**src/rtl/counter_converter.sv**
```systemverilog
// counter_converter
//   Free-running (pHi+1)-bit up counter presented as a zero-extended,
//   output-gated word of pHi+pPad+1 bits.
//
// Parameters
//   pHi   MSB index of the internal counter (counter width = pHi+1)
//   pPad  zero pad bits above the counter (output width = pHi+pPad+1)
//
// Ports
//   Clock        sole clock, rising-edge active
//   CountReset   asynchronous active-low clear of the counter
//   CountEnable  high: counter advances by one on the rising Clock edge
//   OutEnable    high: counter value is driven on Count; low: Count = 0
//   Count        zero-extended counter value, combinationally gated
module counter_converter #(
    parameter int pHi  = 7,
    parameter int pPad = 16
) (
    input  logic              Clock,
    input  logic              CountReset,
    input  logic              CountEnable,
    input  logic              OutEnable,
    output logic [pHi+pPad:0] Count
);

    localparam int CW = pHi + 1;

    logic [CW-1:0] counter;

    // Wraps modulo 2^CW; reset has priority over enable.
    always_ff @(posedge Clock or negedge CountReset) begin
        if (!CountReset) begin
            counter <= '0;
        end else if (CountEnable) begin
            counter <= counter + CW'(1);
        end
    end

    // Default-then-overwrite keeps pPad = 0 legal (no reversed pad slice).
    always_comb begin
        Count = '0;
        if (OutEnable) begin
            Count[pHi:0] = counter;
        end
    end

endmodule

```
**config.mk**
```make
export PLATFORM = sky130hd
export DESIGN_NAME = counter_converter
export DESIGN_NICKNAME = d
export VERILOG_FILES = /design/src/rtl/counter_converter.sv
export SDC_FILE = /design/constraint.sdc
export NUM_CORES = 1
export LEC_CHECK = 0
export CORE_MARGIN = 3
export CORE_UTILIZATION = 36
export CTS_BUF_LIST = sky130_fd_sc_hd__clkbuf_4 sky130_fd_sc_hd__clkbuf_8 sky130_fd_sc_hd__clkbuf_16
export CTS_CLUSTER_SIZE = 24
export DETAILED_ROUTE_END_ITERATION = 8
export HOLD_SLACK_MARGIN = 0.02
export PLACE_DENSITY = 0.8
export SKIP_LAST_GASP = 1
export SYNTH_ARGS = -nofsm -noshare
export SYNTH_HDL_FRONTEND = slang
export SYNTH_SLANG_ARGS = --single-unit
```
**constraint.sdc**
```tcl
create_clock -name Clock -period 1.5 [get_ports Clock]
set_input_delay 0.225 -clock Clock [delete_from_list [all_inputs] [get_ports Clock]]
set_output_delay 0.225 -clock Clock [all_outputs]
set_load 0.02 [all_outputs]
```
# ---- After elaboration in Yosys (flattened, before gate mapping)
# Cells that the tools add are included.
dict set report word_totals {
  ff_bits 8
  elab_cells 3
  out_inout_bits 24
  inputBits 4
}
dict set report op_classes {
  muxes 1
  addsub 1
}
# cell n
set op_table {}
lappend op_table {{8-bit by 1-bit adder with 8-bit output (second input constant)} 1}
lappend op_table {{8-bit 2-to-1 mux} 1}

# ---- Depth between registers and ports, before layout
# Gate-level depths: netlist of run 1.
dict set report logic_depth {
  ltp_word 1
  depth_mapped 4
  mapped_depth_nobuf 4
}

# ---- Worst setup path before layout of run 1
# OpenSTA, ideal clock, no wires.
dict set report synth_timing {
  path_kind {register -> register}
  from {reg counter[0]}
  to {reg counter[1]}
  t_arrival_ns 0.927
  n_path_buf 0
  stages_incl_launch_ff 3
  path_slack_ns 0.448
  required_time_ns 1.375
  cell_sequence {dfrtp_1 -> ha_1 -> mux2_2}
}
dict set report synth_via {
  elab_chain_len 1
}
# element line
set synth_rtl {}
lappend synth_rtl {{from (decl)} 28} ;# logic [CW-1:0] counter;
lappend synth_rtl {{from (signal assigned)} 35} ;# counter <= counter + CW'(1);
lappend synth_rtl {{8-bit by 1-bit adder with 8-bit output} 35}
# No other way between the ends.
# A chain may end at the register's enable or synchronous reset.

# ---- Worst setup path after layout of run 1
dict set report layout_timing {
  from {reg counter[2]}
  to {out Count[2]}
}
dict set report layout_via {
  elab_chain_len 1
}
# element line
set layout_rtl {}
lappend layout_rtl {{8-bit 2-to-1 mux} 42} ;# if (OutEnable) begin
lappend layout_rtl {{to (decl)} 23} ;# output logic [pHi+pPad:0] Count
# No other way between the ends.

==> impl_metrics.toml, run 1 <==
[final_layout]
final_cells = 79
reg_top3 = "counter (8)"
antenna_cells = 0
layout_common_cells = "16 x conb_1, 8 x and2_1, 8 x dfrtp_1"
largest_register_ffs = 8
finish.utilization_pct = 50.0
drive_above_1_share_pct = 12.3
regMostFlops = "counter"
postLayoutCellArea_sq_um = 608
syn_to_final_growth_pct = 19.1
layout_commonest_cell = "conb_1"
layout.nets = 72

[setup_path]
crit_slowest_cell = "dfrtp_1"
crit_path_start_kind = "flop"
worstPathCellList = "and2_1 -> clkdlybuf4s15_1"
reg2reg_slack_ns = 0.30
crit_fanout = 4
r2r_start = "counter[0]"
required_ns = 1.27
crit_path_end_kind = "primary output"
path_class = "reg -> out"
critPathArrivalTime_ns = 1.11
r2r_end = "counter[6]"
slowest_delay_ns = 0.42
rr_worst_depth = 5

[synth]
ys_types = 13
synth_area_per_cell_sq_um = 10.0
synth_area_sq_um = 510
ys_ff_latch = 8
ys_seq_area_share_pct = 39.2
netlist_instances = 51
yosys_warnings = 0

[detailed_routing]
routed_wl_um = 806
drt-initial-drc-count = 0
via_per_inst = 4.09
drc = 0
antenna_left = 0
wl_per_cell_um = 10.2
wl_met1_um = 330
met2_length_um = 381
vias = 323
first_pass_iters = 1
met3_length_um = 71
top_layer = "met4"

[die]
die-area_sq_um = 1910
die_h_um = 43.7
ios = 28
fp.coreArea_sq_um = 1220
die_w_um = 43.7
rows = 12
start_util_pct = 42.0

[clock_network]
cts_tree = "yes"
clockBufferDepth = 2
clock-sinks = 8
clk_latency_ns = 0.25
cts_inserted_buffers = 3
htree_levels = 1
post_cts_buffers = 0
clockRootBuffer = "clkbuf_4"
clk_pin_slew_worst_paths_ns = 0.05

[global_route]
gr-total-overflow = 0
grt_max_degree = 9
first_global_vias = 302
antenna_found_initial = 0
grt_pass1_wl_mm = 1.33
grt_usage_pct = 9.82

[outcome]
outcome = "complete, no violations"

[power_and_ir_drop]
pwr-share-seq_pct = 41.2
p_int_mw = 0.593
max-vdd-ir-drop_mv = 0.749
comb_power_share_pct = 41.9
switching_share_pct = 39.0
clkPwrFrac_pct = 16.9
power.switching_mw = 0.380
p_leak_nw = 0.311
p_per_area_nw_per_um2 = 1600

[place]
post_dp_cell_area_sq_um = 582
placed_cells = 76
io_buffers = 11
gp_congestion = 0.732
post-place-ws_ns = -0.307

[timing]
hold_viol = 0
max_freq_mhz = 748
fin_worst_skew_ns = 0.00192
period_needed_ns = 1.34
slew_violations = 0
grt_setup_unrepaired = "false"
layout_setup_ws_ns = 0.163
final.period_utilization_pct = 89.1
setup_violations = 0

[min_path]
hold_class = "in -> async"

[run]
drv_cap = 0
-- worst max-delay path by stage --
stage / startpoint / endpoint / slack (ns)
floorplan: counter[0] / counter[1] / 0.45
global placement: OutEnable / Count[0] / -0.31
detailed placement: OutEnable / Count[0] / -0.31
CTS: OutEnable / Count[0] / -0.01
global route: counter[2] / Count[2] / 0.08
finish: counter[2] / Count[2] / 0.16
-- cell usage after synthesis --
cell type / count / area share (%)
buf_4: 16 / 24
and2_1: 8 / 9.8
dfrtp_1: 8 / 39
nand2_1: 4 / 2.9
xor2_1: 4 / 6.9
xnor2_1: 3 / 5.1
nor2_1: 2 / 1.5
conb_1: 1 / 0.73
ha_1: 1 / 2.5
mux2_2: 1 / 2.2
nand4_1: 1 / 1.2
nand4_2: 1 / 2.5
nor3_2: 1 / 2.0
-- cells by family (layout without fill, tap and decap cells) --
group         count (synthesis)  count (layout)  share of synthesized area, %
mux                           1               1                          2.21
other cells                   1              16                         0.735
buf+inv                      16              15                          23.5
flops                         8               8                          39.2
simple gates                 17              17                          19.9
xor+xnor                      7               7                          12.0
fa+ha+maj                     1               1                          2.45
-- layout make-up --
| type | instances | area, sq um |
|---|---|---|
| repair buffers | 12 | 121 |
| multi-input cells | 42 | 246 |
| clock buffers | 3 | 22.5 |
| fillers | 115 | 608 |
| well taps | 14 | 17.5 |
| flip-flops and latches | 8 | 200 |
-- critical path, delay by kind of cell (launching register included) --
family	cells	cell delay, ns
buf+inv	1	0.28
simple gates	1	0.16
flops	1	0.42
-- power groups by stage --
| stage | Sequential [mW] | Combinational [mW] | Clock, mW |
|---|---|---|---|
| final | 0.401 | 0.407 | 0.165 |
| after CTS | 0.401 | 0.414 | 0.177 |
| after global placement | 0.399 | 0.424 | 0 |
| after global routing | 0.418 | 0.450 | 0.193 |
| after floorplan | 0.394 | 0.299 | 0 |
| after detailed placement | 0.404 | 0.435 | 0 |
-- layer usage --
layer	global-route usage [%]	vias to the layer above
li1	-	157
met4	10.8	0
met5	0	-
met3	2.49	2
met1	11.1	147
met2	14.0	17
-- per-stage QoR --
step                      total power, mW  hold WS (ns)  TNS [ns]
after floorplan                     0.693       -0.0706         0
final                               0.973         0.248         0
after global routing                 1.06         0.243         0
after CTS                           0.993         0.247   -0.0113
after global placement              0.822         0.448     -2.32
after detailed placement            0.839         0.452     -2.36
-- what timing repair did --
item | 4_1_cts | 5_1_grt
hold buffers | 0 | 0
setup endpoints to repair | 8 | 8
gates resized for setup | 17 | 1
Note: power is estimated with default switching activity, not from simulation.
==> run 2: changes to the inputs <==
SLEW_MARGIN = 5   (was default)
clock period = 1.3 ns   (was 1.5 ns; I/O delays follow)
==> impl_metrics.toml, run 2 (synthesized netlist as in run 1, its figures left out) <==
[outcome]
outcome = "complete, no violations"

[global_route]
grt_pass1_wl_mm = 1.35
grt_usage_pct = 10.5
first_global_vias = 323
gr-total-overflow = 0
grt_max_degree = 9
antenna_found_initial = 0

[setup_path]
crit_path_start_kind = "flop"
crit_family = "flip-flops"
crit_path_end_kind = "primary output"
required_ns = 1.11
slowest_delay_ns = 0.37
crit_fanout = 2
crit_slowest_cell = "dfrtp_1"
path_class = "reg -> out"
critPathArrivalTime_ns = 1.06
worstPathCellList = "and2_1 -> clkdlybuf4s15_1"
path_buf_inv = 1

[detailed_routing]
drt-initial-drc-count = 2
drc = 0
routed_wl_um = 823
vias = 341
via_per_inst = 3.92
antenna_left = 0
first_pass_iters = 2
wl_per_cell_um = 9.46

[clock_network]
clk_latency_ns = 0.26
htree_levels = 1
clockRootBuffer = "clkbuf_4"
clock-sinks = 8
clk_pin_slew_worst_paths_ns = 0.05
post_cts_buffers = 0
clockBufferDepth = 2
cts_inserted_buffers = 3
cts_tree = "yes"

[timing]
period_needed_ns = 1.26
fin_worst_skew_ns = 0.00196
layout_setup_ws_ns = 0.0439
slew_violations = 0
max_freq_mhz = 796
grt_setup_unrepaired = "true"
setup_violations = 0
final.period_utilization_pct = 96.6
hold_viol = 0

[die]
die_w_um = 43.7
fp.coreArea_sq_um = 1220
die-area_sq_um = 1910
die_h_um = 43.7
start_util_pct = 42.0
ios = 28
rows = 12

[final_layout]
finish.utilization_pct = 53.7
regMostFlops = "counter"
syn_to_final_growth_pct = 27.9
largest_register_ffs = 8
antenna_cells = 0
layout_commonest_cell = "conb_1"
layout_common_cells = "16 x conb_1, 9 x buf_4, 8 x and2_1, 8 x dfrtp_1, 6 x clkdlybuf4s15_1"
drive_above_1_share_pct = 23.3
layout.nets = 80
reg_top3 = "counter (8)"
fillers = 111

[place]
io_buffers = 11
post-place-ws_ns = -0.502
gp_congestion = 0.707

[power_and_ir_drop]
p_leak_nw = 0.343
p_per_area_nw_per_um2 = 1900
max-vdd-ir-drop_mv = 0.856

[run]
drv_cap = 0

[min_path]
hold_class = "in -> async"
-- run 2: cell types whose count changed in the layout (fill, tap and decap cells not counted), sizes merged --
| cell | before | now |
|---|---|---|
| dlygate4sd2 | 0 | 1 |
| buf | 1 | 9 |
| clkbuf | 3 | 5 |
| dlymetal6s2s | 1 | 0 |
| clkdlybuf4s15 | 8 | 6 |
-- run 2: stage by stage --
step | hold WS [ns] | power [mW] | cell area, sq um | setup TNS [ns] | instances
after floorplan | -0.101 | 0.799 | 567 | 0 | 66
after global placement | 0.449 | 1.09 | 642 | -3.53 | 84
after global routing | 0.212 | 1.35 | 653 | -0.00830 | 87
after CTS | 0.215 | 1.26 | 653 | -0.00382 | 87
final | 0.208 | 1.24 | 653 | 0 | 87
after detailed placement | 0.477 | 1.10 | 642 | -3.75 | 84
-- run 2: final timing paths --
check	slack, ns	depth (start not counted)	end	start
setup reg to reg	0.11	5	counter[6]	counter[0]
min in group Clock	0.47	1	counter[7]	counter[7]
hold / removal	0.21	1	counter[3]	CountReset
hold reg to reg	0.47	1	counter[7]	counter[7]
max in group asynchronous	0.84	1	counter[7]	CountReset
setup / recovery	0.04	2	Count[4]	counter[4]
-- run 2: final cells by class --
cell class              instances  area, sq um  share of cell area, %
flip-flops and latches          8          200                   30.7
well taps                      14         17.5                   2.68
repair buffers                 20          166                   25.5
clock buffers                   3         22.5                   3.45
multi-input cells              42          246                   37.7
-- run 2: timing repair --
action | 4_1_cts | 5_1_grt
gates resized for setup | 9 | 10
hold buffers | 0 | 0
setup endpoints to repair | 8 | 9
pin swaps | 0 | 1
cloned | 0 | 0
-- run 2: metal layers --
metal | share of wire (%) | up-vias | track usage [%]
met5 | 0 | - | 0
met3 | 8.5 | 2 | 4.98
met2 | 51 | 17 | 15.7
li1 | - | 172 | -
met1 | 37 | 150 | 10.9
met4 | 3.0 | 0 | 9.04
-- run 2: power by group --
group / leakage [nW] / internal [mW] / total, mW / switching (mW)
Clock: 0.0138 / 0.105 / 0.188 / 0.0827
Sequential: 0.0999 / 0.356 / 0.401 / 0.0446
Combinational: 0.229 / 0.324 / 0.655 / 0.331
==> run 3: changes to the inputs <==
TNS_END_PERCENT = 5   (was default)
==> impl_metrics.toml, run 3 (synthesized netlist as in run 1, its figures left out) <==
[detailed_routing]
drc = 0
routed_wl_um = 830
drt-initial-drc-count = 1
wl_per_cell_um = 9.54
via_per_inst = 3.92
first_pass_iters = 2
antenna_left = 0
vias = 341

[final_layout]
regMostFlops = "counter"
reg_top3 = "counter (8)"
antenna_cells = 0
layout_common_cells = "16 x conb_1, 9 x buf_4, 8 x and2_1, 8 x dfrtp_1"
syn_to_final_growth_pct = 29.4
final_cells = 87
drive_above_1_share_pct = 20.5
largest_register_ffs = 8
layout.nets = 80
layout_commonest_cell = "conb_1"

[place]
io_buffers = 11
post-place-ws_ns = -0.502
placed_cells = 84
gp_congestion = 0.707

[setup_path]
startpoint = "counter[3]"
critPathArrivalTime_ns = 1.30
crit_path_end_kind = "primary output"
required_ns = 1.11
crit_path_start_kind = "flop"
r2r_end = "counter[6]"
worstPathCellList = "and2_1 -> clkdlybuf4s50_1"
reg2reg_slack_ns = 0.10
crit_fanout = 2
crit_slowest_cell = "clkdlybuf4s50_1"
rr_worst_depth = 5
r2r_start = "counter[0]"
slowest_delay_ns = 0.60
path_class = "reg -> out"

[clock_network]
clockRootBuffer = "clkbuf_4"
clock-sinks = 8
hold_buffers = 0
clk_pin_slew_worst_paths_ns = 0.05
cts_tree = "yes"
clk_latency_ns = 0.26
cts_inserted_buffers = 3
clockBufferDepth = 2
htree_levels = 1
post_cts_buffers = 0

[global_route]
first_global_vias = 323
grt_max_degree = 9
grt_pass1_wl_mm = 1.35
antenna_found_initial = 0
gr-total-overflow = 0
grt_usage_pct = 10.5

[timing]
grt_setup_unrepaired = "true"
slew_violations = 0
setup_violations = 3
final.period_utilization_pct = 115
period_needed_ns = 1.50
hold_viol = 0
fin_worst_skew_ns = 0.00191
layout_setup_ws_ns = -0.198
max_freq_mhz = 667

[min_path]
hold_class = "in -> async"

[outcome]
outcome = "finished with violations"
violations = "negative setup slack"

[die]
die_w_um = 43.7
die-area_sq_um = 1910
start_util_pct = 42.0
rows = 12
die_h_um = 43.7
ios = 28
fp.coreArea_sq_um = 1220

[run]
drv_cap = 0

[power_and_ir_drop]
max-vdd-ir-drop_mv = 0.859
p_leak_nw = 0.366
p_per_area_nw_per_um2 = 1910
-- run 3: through the flow --
step	cell area, sq um	hold WS (ns)	TNS (ns)	total power [mW]	util (%)
after floorplan	567	-0.101	0	0.799	-
after global placement	642	0.449	-3.53	1.09	52.8
after CTS	658	0.215	-0.855	1.28	54.1
after global routing	661	0.212	-0.894	1.36	54.3
final	661	0.209	-0.563	1.26	54.3
after detailed placement	642	0.477	-3.75	1.10	52.8
-- run 3: area by class of cell --
class | instances | area (sq um)
well taps | 14 | 17.5
flip-flops and latches | 8 | 200
multi-input cells | 42 | 246
repair buffers | 20 | 174
fillers | 113 | 556
clock buffers | 3 | 22.5
-- run 3: worst max path at each step --
stage / endpoint / cells after the start / slack [ns]
floorplan: counter[1] / 2 / 0.25
finish: Count[3] / 2 / -0.20
global route: Count[6] / 2 / -0.28
CTS: Count[5] / 2 / -0.23
global placement: Count[0] / 3 / -0.46
detailed placement: Count[4] / 3 / -0.50
-- run 3: metal layers --
metal / vias up / GRT usage (%) / wire length [um]
met5: - / 0 / 0
met2: 17 / 15.7 / 420
met4: 0 / 9.04 / 25
met1: 150 / 10.9 / 313
met3: 2 / 4.98 / 71
li1: 172 / - / -
-- run 3: where the power goes --
part / internal (mW) / switching, mW / total (mW)
Combinational: 0.340 / 0.329 / 0.670
Sequential: 0.356 / 0.0446 / 0.401
Clock: 0.105 / 0.0827 / 0.188
Total: 0.802 / 0.457 / 1.26
-- run 3: repair_timing --
action	in CTS	in global routing
setup endpoints to repair	8	9
endpoints found under the hold margin	0	0
gates resized for setup	5	1
-- run 3: worst max-delay path, delay by kind of cell, from the launching register on --
kind,cells,cell delay [ns]
buffers and inverters,1,0.60
flip-flops,1,0.33
AND/OR/NAND/NOR,1,0.12
